File: src/rtl/cpu_pkg.sv
// Shared fetch-stage types and constants for the CPU front end.
package cpu_pkg;
  localparam int INST_W = 32;
  localparam int PC_W   = 32;
  localparam logic [INST_W-1:0] NOP_INST     = 32'h0000_0000;
  localparam logic [PC_W-1:0]   RESET_PC_DEF = 32'h0000_0000;

  typedef enum logic [1:0] {BOOT, RUN, FAULT} fetch_state_e;

  typedef struct packed {
    logic [INST_W-1:0] inst;
    logic [PC_W-1:0]   pc;
  } if_id_t;

  // A PC is fetchable only if word-aligned and inside the populated ROM.
  function automatic logic pc_bad(input logic [PC_W-1:0] pc, input logic [31:0] words);
    return (pc[1:0] != 2'b00) || ({2'b00, pc[PC_W-1:2]} >= words);
  endfunction
endpackage

File: src/rtl/if_id_slot.sv
// One-entry IF/ID register: flush clears valid, load captures a new entry.
module if_id_slot
  import cpu_pkg::*;
(
  input  logic   clk,
  input  logic   resetn,
  input  logic   flush,
  input  logic   load,
  input  if_id_t load_data,
  output logic   valid,
  output if_id_t data
);
  logic   valid_q, valid_d;
  if_id_t data_q, data_d;

  always_comb begin
    valid_d = valid_q;
    data_d  = data_q;
    if (flush) begin
      valid_d = 1'b0;
    end else if (load) begin
      valid_d = 1'b1;
      data_d  = load_data;
    end
  end

  always_ff @(posedge clk or negedge resetn) begin
    if (!resetn) begin
      valid_q <= 1'b0;
      data_q  <= '{inst: NOP_INST, pc: '0};
    end else begin
      valid_q <= valid_d;
      data_q  <= data_d;
    end
  end

  assign valid = valid_q;
  assign data  = data_q;
endmodule

File: src/rtl/inst_fetch.sv
// Instruction-fetch front end: PC, async-ROM addressing, redirect/fault FSM
// and the IF/ID handshake slot.
module inst_fetch
  import cpu_pkg::*;
#(
  parameter int              ADDR_W    = 5,
  parameter int              ROM_WORDS = 24,
  parameter logic [PC_W-1:0] RESET_PC  = RESET_PC_DEF
) (
  input  logic              clk,
  input  logic              resetn,
  output logic [ADDR_W-1:0] rom_addr,
  input  logic [INST_W-1:0] rom_inst,
  input  logic              redirect_valid,
  input  logic [PC_W-1:0]   redirect_pc,
  input  logic              id_ready,
  output logic              id_valid,
  output logic [INST_W-1:0] id_inst,
  output logic [PC_W-1:0]   id_pc,
  output logic              fetch_fault,
  output logic [31:0]       fetch_cnt
);
  fetch_state_e    state_q, state_d;
  logic [PC_W-1:0] pc_q, pc_d;
  logic            fault_q, fault_d;
  logic [31:0]     cnt_q, cnt_d;
  logic            flush, load, accept;
  if_id_t          slot_in, slot_out;

  assign rom_addr = pc_q[ADDR_W+1:2];
  assign accept   = !id_valid || id_ready;
  assign slot_in  = '{inst: rom_inst, pc: pc_q};

  always_comb begin
    state_d = state_q;
    pc_d    = pc_q;
    fault_d = fault_q;
    flush   = 1'b0;
    load    = 1'b0;
    cnt_d   = cnt_q + {31'd0, id_valid && id_ready};
    case (state_q)
      BOOT: state_d = RUN;
      RUN: begin
        if (redirect_valid) begin
          // Redirect wins over a stalled slot: the wrong-path entry is dropped.
          pc_d  = redirect_pc;
          flush = 1'b1;
          if (pc_bad(redirect_pc, 32'(ROM_WORDS))) begin
            state_d = FAULT;
            fault_d = 1'b1;
          end
        end else if (pc_bad(pc_q, 32'(ROM_WORDS))) begin
          state_d = FAULT;
          fault_d = 1'b1;
          flush   = 1'b1;
        end else if (accept) begin
          load = 1'b1;
          pc_d = pc_q + 32'd4;
        end
      end
      FAULT: flush = 1'b1;
      default: state_d = FAULT;
    endcase
  end

  always_ff @(posedge clk or negedge resetn) begin
    if (!resetn) begin
      state_q <= BOOT;
      pc_q    <= RESET_PC;
      fault_q <= 1'b0;
      cnt_q   <= '0;
    end else begin
      state_q <= state_d;
      pc_q    <= pc_d;
      fault_q <= fault_d;
      cnt_q   <= cnt_d;
    end
  end

  if_id_slot u_slot (
    .clk      (clk),
    .resetn   (resetn),
    .flush    (flush),
    .load     (load),
    .load_data(slot_in),
    .valid    (id_valid),
    .data     (slot_out)
  );

  assign id_inst     = slot_out.inst;
  assign id_pc       = slot_out.pc;
  assign fetch_fault = fault_q;
  assign fetch_cnt   = cnt_q;
endmodule

File: config.mk
export PLATFORM = sky130hd
export DESIGN_NAME = inst_fetch
export DESIGN_NICKNAME = d
export VERILOG_FILES = /design/src/rtl/cpu_pkg.sv /design/src/rtl/if_id_slot.sv /design/src/rtl/inst_fetch.sv
export SDC_FILE = /design/constraint.sdc
export NUM_CORES = 1
export LEC_CHECK = 0
export CAP_MARGIN = 20
export CELL_PAD_IN_SITES_DETAIL_PLACEMENT = 1
export CELL_PAD_IN_SITES_GLOBAL_PLACEMENT = 1
export CORE_MARGIN = 2
export CORE_UTILIZATION = 38
export CTS_BUF_LIST = sky130_fd_sc_hd__clkbuf_2 sky130_fd_sc_hd__clkbuf_4 sky130_fd_sc_hd__clkbuf_8
export DETAILED_ROUTE_END_ITERATION = 6
export PLACE_DENSITY = 0.91
export SLEW_MARGIN = 10
export SYNTH_ARGS = -nofsm -noshare
export SYNTH_HDL_FRONTEND = slang
export SYNTH_SLANG_ARGS = --single-unit
File: constraint.sdc
create_clock -name clk -period 3.2 [get_ports clk]
set_input_delay 0.48 -clock clk [delete_from_list [all_inputs] [get_ports clk]]
set_output_delay 0.48 -clock clk [all_outputs]
set_load 0.01 [all_outputs]
# --- After elaboration in Yosys (flattened, before gate mapping) ---
# Cells that the tools add are included.
totals:
  ff_bits: 132
  input_bits: 68
  out_inout_bits: 103
  wordCells: 53
classes:
  n_addsub: 2
  n_lt_le_gt_ge: 2
  eq_ne: 6
  n_mux: 19
  bitwise_logic: 2
  n_reduce_logical: 15
op_table:
  columns: ["op", "n"]
  rows:
  - ["two-way mux 32 bit", 3]
  - ["greater-or-equal comparator 30 x 5 -> 1 bit, second input constant", 2]
  - ["adder 32 x 1 -> 32 bit", 1]
  - ["adder 32 x 3 -> 32 bit, second input constant", 1]
  - ["two-way mux 1 bit", 11]
  - ["nonzero test 2 bit", 5]
  - ["AND reduction 3 bit", 3]
  - ["two-way mux 2 bit", 3]
  - ["!= test 3 bit, second input constant", 2]
  - ["case mux 2 bit (3 select lines)", 1]
  - ["logical OR 1 bit", 3]
  - ["equality test 2 x 1 -> 1 bit, second input constant", 1]
  - ["equality test 2 bit, second input constant", 1]
  - ["zero test 2 bit", 1]
  - ["!= test 2 x 1 -> 1 bit, second input constant", 1]
  - ["!= test 2 bit, second input constant", 1]
  - ["inverter 1 bit", 2]
  - ["case mux 1 bit (2 select lines)", 1]
  - ["AND reduction 2 bit", 1]
  - ["logical AND 1 bit", 1]
  - ["zero test 1 bit", 1]

# --- Logic depth before layout (Yosys ltp) ---
# Gate-level depths: netlist (run 1).
depth:
  depth_word: 8
  depth_mapped: 8
  ltp_nobuf: 7

# --- Modules after synthesis ---
# A second synthesis (run 1) with hierarchy kept.
unflattened:
  cells_unflattened: 482
  area_unflattened_um2: 6113.4
modules_own_cells:
  columns: ["module", "n_inst", "cells_per_inst", "area_each_um2", "seq_area_each_um2"]
  rows:
  - ["inst_fetch", 1, 343, 3379.5, 1676.6]
  - ["if_id_slot", 1, 139, 2733.9, 1626.6]

# --- Least setup slack after synthesis (run 1) ---
# No wires, ideal clock.
synth_path:
  path_kind: "register to register"
  from: "register pc_q[27]"
  to: "register u_slot.data_q, in the netlist u_slot.data[4]"
  setup_ns: 0.125
  t_arrival_ns: 2.281
  required_ns: 3.075
  setup_slack_ns: 0.794
  path_stages_with_launch: 9
  path_buffers: 2
  synth_period_minus_slack_ns: 2.406
  cell_sequence: "dfrtp_1 -> or4_1 -> nor4bb_1 -> and3_1 -> and2_1 -> buf_4 -> nand4_4 -> buf_2 -> mux2_4"
synth_via:
  elab_chain_cells: 7
  elab_cells_between_ends: 10
  classes_between: "1 x order compare; 6 x mux; 1 x bitwise; 2 x reduce/logical"
synth_rtl:
  columns: ["item", "line_no", "rtl"]
  rows:
  - ["start: declaration", "inst_fetch.sv:24", "logic [PC_W-1:0] pc_q, pc_d;"]
  - ["start signal: assignment", "inst_fetch.sv:74", "pc_q <= pc_d;"]
  - ["greater-or-equal comparator 30 x 5 -> 1 bit *", "cpu_pkg.sv:17", "return (pc[1:0] != 2'b00) || ({2'b00, pc[PC_W-1:2]} >= words);"]
  - ["logical OR 1 bit *", "cpu_pkg.sv:17", null]
  - ["two-way mux 1 bit", "inst_fetch.sv:52", "end else if (pc_bad(pc_q, 32'(ROM_WORDS))) begin"]
  - ["two-way mux 1 bit", "inst_fetch.sv:44", "if (redirect_valid) begin"]
  - ["case mux 1 bit (2 select lines)", "inst_fetch.sv:41", "case (state_q)"]
  - ["inverter 1 bit (no source line)", null, null]
  - ["AND reduction 2 bit (no source line) *", null, null]
  - ["end signal: assignment", "if_id_slot.sv:30", "data_q <= '{inst: NOP_INST, pc: '0};"]
  - ["end signal: assignment", "if_id_slot.sv:33", "data_q <= data_d;"]
  - ["end: declaration", "if_id_slot.sv:14", "if_id_t data_q, data_d;"]
# Mark *: on every way between the ends. The rest lies on a longest branch, timed or not.
# A chain may end at the register's enable or synchronous reset.

# --- Worst setup path after layout (run 1) ---
layout_path:
  from: "register pc_q[27]"
  to: "register u_slot.data_q, in the netlist u_slot.data[49]"
# Same word-level chain as after synthesis.

==> impl_metrics.toml, run 1 <==
[floorplan]
die_w_um = 125.3
die_h_um = 125.3
row_count = 44
ios = 171
fp.coreArea_um2 = 14420
start_util = 0.3875
die_area_um2 = 15690

[worst_setup_path]
cp_max_fo = 64
r2r_start = "pc_q[27]$_DFFE_PN0P_"
slowest_stage = "or4_1"
critPathMaxStageDelay_ns = 0.57
crit_chain = "or4_1 -> nor4bb_1 -> and3_1 -> and2_1 -> nand4_4 -> buf_12 -> mux2_4"
cp-end-kind = "flip-flop"
reg2reg_depth = 7
start_kind = "flip-flop"
crit_type = "flip-flop to flip-flop"
r2r_setup_slack_ns = 0.55
crit_arrival_ns = 2.98
r2r_end = "u_slot.data[49]$_DFFE_PN0P_"
worstPathRequired_ns = 3.53

[clock_network]
ctsResizeCount = 0
clock_path_buffers = 2
ctsHoldBuffers = 1
cts_made_buffers = 17
cts_root_buf = "clkbuf_8"
clock_latency_ns = 0.45
post-cts-setup-buffers = 0
clkTransAtPathRegs_ns = 0.07
h-tree-depth = 4
tritoncts = "yes"
cts_sinks = 132

[layout]
area_growth_pct = 42.51
n_fill_cell = 1525
design_area_um2 = 7965
drive_gt1_frac = 0.1217
n_antenna_cell = 0
num-nets-final = 711

[placed_design]
placed_area_um2 = 7471
io_buffers = 170
dp_hpwl_um = 11200
gp_congestion = 0.8726

[timing]
whs_ns = 0.4806
worst_pin_slew_ns = 0.6029
drv_slew = 0
finalSetupViolCount = 0
finalCritPeriodShare = 0.8271
tns_ns = 0
rsz0062_at_grt = "false"
hold_viol = 0
fin_skew_ns = 0.01204
period_minus_slack_ns = 2.647
relSlewSlack = 0.5954
max_freq_mhz = 377.8

[outcome]
outcome = "complete, no violations"

[pwr]
cellPowerDensity_nw_per_um2 = 449.3
p_clk_frac = 0.474
p_sw_frac = 0.2119
p_sw_mw = 0.7582
internal-power_mw = 2.821
comb_power_share = 0.050
peakVddDrop_mv = 0.2203
power_frac_seq = 0.476
leakagePower_nw = 3.740

[routing]
drtIter0Drc = 205
wl_um = 15110
wl_per_cell_um = 18.14
vias = 4189
dr.pass1.iters = 4
antenna_left = 0
viasPerCell = 5.029
drc = 0

[synthesis]
synth_seq_cells = 132
yosysSeqAreaShare = 0.5910
yosysWarnings = 0
synth_enable_flop_cells = 0
synth.distinct_cells = 44
synth_area_leaders = "dfrtp_1, mux2_4, nand2_1, xnor2_1, and2_1"
ys.flop_type = "dfrtp_1"
synth_top_area_frac = 0.5910
syn_area_per_cell_um2 = 12.15
async_flop_share = 1.000
synth_top_cell_by_area = "dfrtp_1"
synthCells = 460
synth_nets = 535
syn_area_um2 = 5589

[hold_path]
whs_path_depth = 2
hold_end = "pc_q[1]$_DFFE_PN0P_"
hold_class = "flip-flop to flip-flop"
hp-start = "pc_q[1]$_DFFE_PN0P_"

[grt]
antenna_found_initial = 0
grt_max_degree = 65
overflow = 0
grt_pass1_vias = 4658
grt_util_all_layers = 0.2020
grt_pass1_wl_um = 24830

[flow_run]
cap_violations = 0
-- metrics by stage --
step	cells	worst slack [ns]	util	total power, mW
finish	833	0.5533	0.5522	3.579
global placement	800	0.5569	0.5180	1.906
global route	833	0.3893	0.5522	3.718
detailed placement	800	0.4905	0.5180	1.915
CTS	833	0.5564	0.5522	3.626
floorplan	460	0.7937	-	1.768
-- power groups by stage --
stage | combinational (mW) | clock [mW] | sequential [mW]
2_1_floorplan | 0.0393 | 0 | 1.73
3_3_place_gp | 0.172 | 0 | 1.73
3_5_place_dp | 0.180 | 0 | 1.73
4_1_cts | 0.183 | 1.74 | 1.70
5_1_grt | 0.197 | 1.81 | 1.71
6_report | 0.179 | 1.70 | 1.70
-- how the worst max path moves through the flow --
stage | cells past startpoint | endpoint | start
CTS | 7 | u_slot.data[46]$_DFFE_PN0P_ | pc_q[27]$_DFFE_PN0P_
floorplan | 8 | u_slot.data[4]$_DFFE_PN0P_ | pc_q[27]$_DFFE_PN0P_
global route | 7 | u_slot.data[49]$_DFFE_PN0P_ | pc_q[27]$_DFFE_PN0P_
finish | 7 | u_slot.data[49]$_DFFE_PN0P_ | pc_q[27]$_DFFE_PN0P_
global placement | 7 | state_q[0]$_DFFE_PN0P_ | redirect_valid
detailed placement | 7 | state_q[0]$_DFFE_PN0P_ | redirect_valid
-- critical path, delay by kind of cell, from the launching register on --
kind | cells | cell delay (ns)
muxes | 1 | 0.34
DFF | 1 | 0.40
and+or+nand+nor | 5 | 1.52
buffers and inverters | 1 | 0.25
-- sequential cells by signal (all words and copies together), names as in the netlist --
signal and count:
fetch_cnt 32, u_slot.valid 1, fetch_fault 1, pc_q 32, state_q 2, u_slot.data 64
-- layer usage --
| metal | vias to the layer above | track usage | share of wire |
|---|---|---|---|
| met3 | 26 | 0.05905 | 0.047 |
| met2 | 123 | 0.3520 | 0.52 |
| li1 | 1929 | - | - |
| met5 | - | 0 | 0 |
| met1 | 2111 | 0.2374 | 0.41 |
| met4 | 0 | 0.07320 | 0.022 |
-- Yosys cell counts (2+ instances only) --
| cell | count |
|---|---|
| a21oi_1 | 5 |
| a31oi_1 | 3 |
| a41oi_1 | 2 |
| and2_1 | 30 |
| and3_1 | 9 |
| and4_1 | 6 |
| buf_4 | 6 |
| buf_6 | 3 |
| clkbuf_1 | 11 |
| dfrtp_1 | 132 |
| ha_1 | 7 |
| inv_1 | 11 |
| mux2_2 | 5 |
| mux2_4 | 33 |
| mux2i_1 | 3 |
| nand2_1 | 79 |
| nand2b_1 | 2 |
| nand3_1 | 14 |
| nand4_1 | 13 |
| nor2_1 | 13 |
| nor4_1 | 10 |
| o21ai_0 | 3 |
| o21bai_1 | 3 |
| o22a_1 | 4 |
| o2bb2ai_1 | 2 |
| or4_1 | 5 |
| xnor2_1 | 25 |
| xor2_1 | 5 |
-- final cells by class --
| type | instances | area (um2) | area share |
|---|---|---|---|
| clock buffers | 19 | 255.2 | 0.03205 |
| clock inverters | 13 | 229.0 | 0.02875 |
| inverters | 11 | 41.29 | 0.005184 |
| multi-input cells | 296 | 2120 | 0.2661 |
| flip-flops and latches | 132 | 3303 | 0.4147 |
| well taps | 184 | 230.2 | 0.02890 |
| repair buffers | 178 | 1787 | 0.2243 |
-- layout by cell type, fill, tap and decap left out, types with 2 or more instances in the layout --
master and instances:
clkinv_2 3, o21ai_0 3, nor2_1 13, buf_4 6
o21bai_1 3, a31oi_1 3, buf_12 2, nor4_1 10
and2_1 30, bufinv_16 6, xor2_1 5, and3_1 9
or4_1 5, clkdlybuf4s50_1 169, mux2_4 33, ha_1 7
inv_1 11, nand4_1 13, nand2_1 79, a21oi_1 5
nand3_1 14, a41oi_1 2, mux2i_1 3, dfrtp_1 132
clkinv_4 2, and4_1 6, mux2_2 5, xnor2_1 25
o22a_1 4, clkbuf_8 18, o2bb2ai_1 2, nand2b_1 2
-- kinds of logic (layout without fill, tap and decap cells) --
| group | after synthesis | count (layout) | synth area share |
|---|---|---|---|
| simple gates | 187 | 187 | 0.1733 |
| xor+xnor | 30 | 30 | 0.04701 |
| flops | 132 | 132 | 0.5910 |
| buf+inv | 32 | 221 | 0.02977 |
| fa+ha+maj | 7 | 7 | 0.01567 |
| mux | 41 | 41 | 0.1041 |
| compound gates | 31 | 31 | 0.03918 |
No activity file was read; power rests on OpenSTA's default activity.
==> run 2, diff against run 1 <==
Clock period 3.2 ns to 2.6 ns, I/O delays scaled along.
==> impl_metrics.toml, run 2 (same netlist as run 1, synthesis figures left out) <==
[outcome]
outcome = "complete, no violations"

[clock_network]
tritoncts = "yes"
cts_made_buffers = 17
clkTransAtPathRegs_ns = 0.08
clock_latency_ns = 0.45
cts_root_buf = "clkbuf_8"
clock_path_buffers = 2
cts_sinks = 132
h-tree-depth = 4

[timing]
finalSetupViolCount = 0
period_minus_slack_ns = 2.548
drv_slew = 0
relSlewSlack = 0.5240
fin_skew_ns = 0.01138
worst_pin_slew_ns = 0.7041
rsz0062_at_grt = "true"
hold_viol = 0
max_freq_mhz = 392.5
finalCritPeriodShare = 0.9798

[layout]
largest_reg_flops = 64
finalNonFillerCells = 848
final_common_cell = "clkdlybuf4s50_1"
n_fill_cell = 1524
num-nets-final = 725
utilization = 0.5632
area_growth_pct = 45.33
drive_gt1_frac = 0.1493
mostFrequentLayoutCells = "clkdlybuf4s50_1, dfrtp_1, nand2_1"

[worst_setup_path]
reg2reg_depth = 8
cp-end-kind = "flip-flop"
r2r_end = "u_slot.data[43]$_DFFE_PN0P_"
critPathTopFamily = "simple AND/OR/NAND/NOR gates"
cp_max_fo = 7
crit_arrival_ns = 2.88
critPathMaxStageDelay_ns = 0.57
r2r_setup_slack_ns = 0.05
crit_type = "flip-flop to flip-flop"
crit_buf_inv = 2
r2r_start = "pc_q[18]$_DFFE_PN0P_"
worstPathRequired_ns = 2.93
start_kind = "flip-flop"
slowest_stage = "or4_4"
crit_chain = "or4_4 -> nor4bb_4 -> and3_4 -> and2_4 -> nand4_4 -> buf_6 -> buf_12 -> mux2_4"

[pwr]
cellPowerDensity_nw_per_um2 = 504.2
power_frac_seq = 0.512
leakagePower_nw = 3.845
internal-power_mw = 3.076
p_sw_frac = 0.2489
comb_power_share = 0.057
p_clk_frac = 0.432
peakVddDrop_mv = 0.2820
p_sw_mw = 1.019

[placed_design]
gp_congestion = 0.8317
io_buffers = 170
dp_hpwl_um = 11530
dp_cells = 804

[routing]
drtIter0Drc = 211
viasPerCell = 5.096
drc = 0
dr.pass1.iters = 4
vias = 4321
antenna_left = 0
wl_per_cell_um = 18.99
wl_um = 16100

[floorplan]
die_area_um2 = 15690
start_util = 0.3875
fp.coreArea_um2 = 14420
die_h_um = 125.3
ios = 171
die_w_um = 125.3
row_count = 44

[grt]
overflow = 0
grt_max_degree = 69
antenna_found_initial = 0
grt_pass1_wl_um = 25410
grt_util_all_layers = 0.2091
grt_pass1_vias = 4680

[flow_run]
cap_violations = 0

[hold_path]
hold_class = "input port to asynchronous set/reset pin"
==> run 2: worst max-delay path by stage <==
stage	from	slack [ns]	endpoint	depth (start not counted)
after CTS	pc_q[27]$_DFFE_PN0P_	0.02	u_slot.data[49]$_DFFE_PN0P_	8
final	pc_q[18]$_DFFE_PN0P_	0.05	u_slot.data[43]$_DFFE_PN0P_	8
after global placement	pc_q[27]$_DFFE_PN0P_	0.13	u_slot.data[58]$_DFFE_PN0P_	7
after floorplan	pc_q[27]$_DFFE_PN0P_	0.19	u_slot.data[4]$_DFFE_PN0P_	8
after detailed placement	pc_q[27]$_DFFE_PN0P_	0.05	u_slot.data[62]$_DFFE_PN0P_	7
after global routing	pc_q[15]$_DFFE_PN0P_	-0.04	u_slot.data[43]$_DFFE_PN0P_	8
==> run 2: power groups by stage <==
| stage | logic (mW) | clock network, mW | registers, mW |
|---|---|---|---|
| 4_1_cts | 0.230 | 1.81 | 2.09 |
| 5_1_grt | 0.253 | 1.91 | 2.10 |
| 3_5_place_dp | 0.226 | 0 | 2.13 |
| 2_1_floorplan | 0.0483 | 0 | 2.13 |
| 6_report | 0.233 | 1.77 | 2.10 |
| 3_3_place_gp | 0.216 | 0 | 2.13 |
==> run 2: cell type report <==
class,count,area [um2],area share
clock inverters,15,170.2,0.02095
clock buffers,17,234.0,0.02880
diodes,1,2.502,0.0003081
repair buffers,192,1986,0.2445
well taps,184,230.2,0.02834
multi-input cells,296,2156,0.2654
flip-flops and latches,132,3303,0.4067
inverters,11,41.29,0.005083
==> run 2: timing repair <==
item | in CTS | in global routing
resized for setup | 4 | 10
buffers inserted | 4 | 3
gates cloned | 3 | 0
endpoints found under the hold margin | 38 | 0
hold buffers | 1 | 0
pin swaps | 3 | 3
endpoints found under the setup margin | 6 | 68
==> run 2: stage by stage <==
| step | total power, mW | setup TNS (ns) | area, um2 | hold slack, ns | worst slack [ns] |
|---|---|---|---|---|---|
| after floorplan | 2.176 | 0 | 5589 | 0.09441 | 0.1937 |
| after global placement | 2.348 | 0 | 7501 | 0.4007 | 0.1289 |
| after detailed placement | 2.359 | 0 | 7501 | 0.4149 | 0.04621 |
| after CTS | 4.134 | 0 | 8051 | 0.4616 | 0.01660 |
| after global routing | 4.258 | -1.182 | 8120 | 0.4785 | -0.04273 |
| final | 4.096 | 0 | 8123 | 0.4715 | 0.05245 |
==> run 2: metal layers <==
| metal | wire length (um) | part of all wire | global-route usage |
|---|---|---|---|
| met1 | 6298 | 0.39 | 0.2412 |
| met2 | 8524 | 0.53 | 0.3683 |
| met3 | 823 | 0.051 | 0.04707 |
| met4 | 458 | 0.028 | 0.1000 |
| met5 | 0 | 0 | 0 |
==> run 3, diff against run 2 <==
Settings changed: CTS_CLUSTER_DIAMETER from default to 60.
Clock period 2.6 ns to 2.5 ns, I/O delays scaled along.
==> impl_metrics.toml, run 3 (same netlist as run 1, synthesis figures left out) <==
[clock_network]
h-tree-depth = 4
cts_sinks = 132
clock_latency_ns = 0.44
clkTransAtPathRegs_ns = 0.07
tritoncts = "yes"
clock_path_buffers = 2
cts_root_buf = "clkbuf_8"
cts_made_buffers = 17

[routing]
drtIter0Drc = 233
dr.pass1.iters = 4
antenna_left = 0
vias = 4376
drc = 0
wl_per_cell_um = 19.42
viasPerCell = 5.130
wl_um = 16560

[placed_design]
pre_cts_ws_ns = -0.05009
gp_congestion = 0.8474
placed_area_um2 = 7538
io_buffers = 170
dp_cells = 809
dp_hpwl_um = 11890

[timing]
finalSetupViolCount = 0
hold_viol = 0
drv_slew = 0
worst_pin_slew_ns = 0.6165
finalCritPeriodShare = 0.9935
period_minus_slack_ns = 2.484
relSlewSlack = 0.5832
whs_ns = 0.4208
fin_ws_ns = 0.01621
rsz0062_at_grt = "true"
fin_skew_ns = 0.009936
max_freq_mhz = 402.6
tns_ns = 0

[floorplan]
ios = 171
die_w_um = 125.3
start_util = 0.3875
die_h_um = 125.3
fp.coreArea_um2 = 14420
row_count = 44
die_area_um2 = 15690

[grt]
grt_pass1_vias = 4963
antenna_found_initial = 0
grt_util_all_layers = 0.2151
grt_pass1_wl_um = 26410
grt_max_degree = 75
overflow = 0

[pwr]
leakagePower_nw = 3.849
peakVddDrop_mv = 0.2625
p_total_mw = 4.265
cellPowerDensity_nw_per_um2 = 525.1

[layout]
largest_reg_flops = 64
drive_gt1_frac = 0.1587
utilization = 0.5631
design_area_um2 = 8122
finalNonFillerCells = 853
mostFrequentLayoutCells = "clkdlybuf4s50_1, dfrtp_1, nand2_1"
final_common_cell = "clkdlybuf4s50_1"
num-nets-final = 730
area_growth_pct = 45.31

[worst_setup_path]
r2r_start = "pc_q[27]$_DFFE_PN0P_"
r2r_setup_slack_ns = 0.02
cp_max_fo = 12
reg2reg_depth = 8
crit_type = "flip-flop to flip-flop"
r2r_end = "u_slot.data[49]$_DFFE_PN0P_"
crit_arrival_ns = 2.81
start_kind = "flip-flop"
cp-end-kind = "flip-flop"
worstPathRequired_ns = 2.82

[flow_run]
cap_violations = 0

[hold_path]
hold_class = "input port to asynchronous set/reset pin"

[outcome]
outcome = "complete, no violations"
[run 3: cell count changes in the layout (fill, tap and decap cells not counted), moves of 2 or more]
cell / previous run / this run
clkbuf_8: 17 / 19
clkinv_2: 0 / 2
clkinv_4: 4 / 1
buf_4: 13 / 20
[run 3: area by class of cell]
type	count	area, um2
fillers	1511	6302
flip-flops and latches	132	3303
multi-input cells	296	2165
repair buffers	197	1973
clock buffers	19	261.5
well taps	184	230.2
clock inverters	13	145.1
inverters	11	41.29
diodes	1	2.502
[run 3: power by group]
| part | switching (mW) | internal [mW] |
|---|---|---|
| Clock | 0.885 | 0.952 |
| Combinational | 0.109 | 0.139 |
| Sequential | 0.0235 | 2.16 |
[run 3: metal layers]
| layer | vias to the layer above | global-route usage | routed length [um] |
|---|---|---|---|
| met5 | - | 0 | 0 |
| li1 | 1959 | - | - |
| met3 | 29 | 0.05434 | 773 |
| met2 | 139 | 0.3852 | 8865 |
| met4 | 0 | 0.08497 | 392 |
| met1 | 2249 | 0.2463 | 6533 |
[run 3: how the worst max path moves through the flow]
| stage | from | endpoint | cells after the start |
|---|---|---|---|
| after global routing | pc_q[27]$_DFFE_PN0P_ | u_slot.data[2]$_DFFE_PN0P_ | 8 |
| after detailed placement | pc_q[19]$_DFFE_PN0P_ | u_slot.data[42]$_DFFE_PN0P_ | 7 |
| after CTS | pc_q[17]$_DFFE_PN0P_ | u_slot.data[49]$_DFFE_PN0P_ | 8 |
| after floorplan | pc_q[27]$_DFFE_PN0P_ | u_slot.data[4]$_DFFE_PN0P_ | 8 |
| after global placement | pc_q[27]$_DFFE_PN0P_ | u_slot.data[6]$_DFFE_PN0P_ | 7 |
| final | pc_q[27]$_DFFE_PN0P_ | u_slot.data[49]$_DFFE_PN0P_ | 8 |
[run 3: repair_timing]
action                                  4_1_cts  5_1_grt
endpoints found under the setup margin       35       63
hold buffers                                  1        0
hold endpoints to repair                     28        0
pin swaps                                     4        3
resized for setup                            10        5
cloned                                        3        0
buffers inserted                              5        4
[run 3: worst max-delay path: stages, from the launching register on]
cell and delay (ns):
dfrtp_1 0.39, or4_4 0.56, nor4bb_4 0.28, and3_4 0.22
and2_4 0.15, nand4_4 0.12, buf_6 0.19, buf_8 0.15
mux2_4 0.30
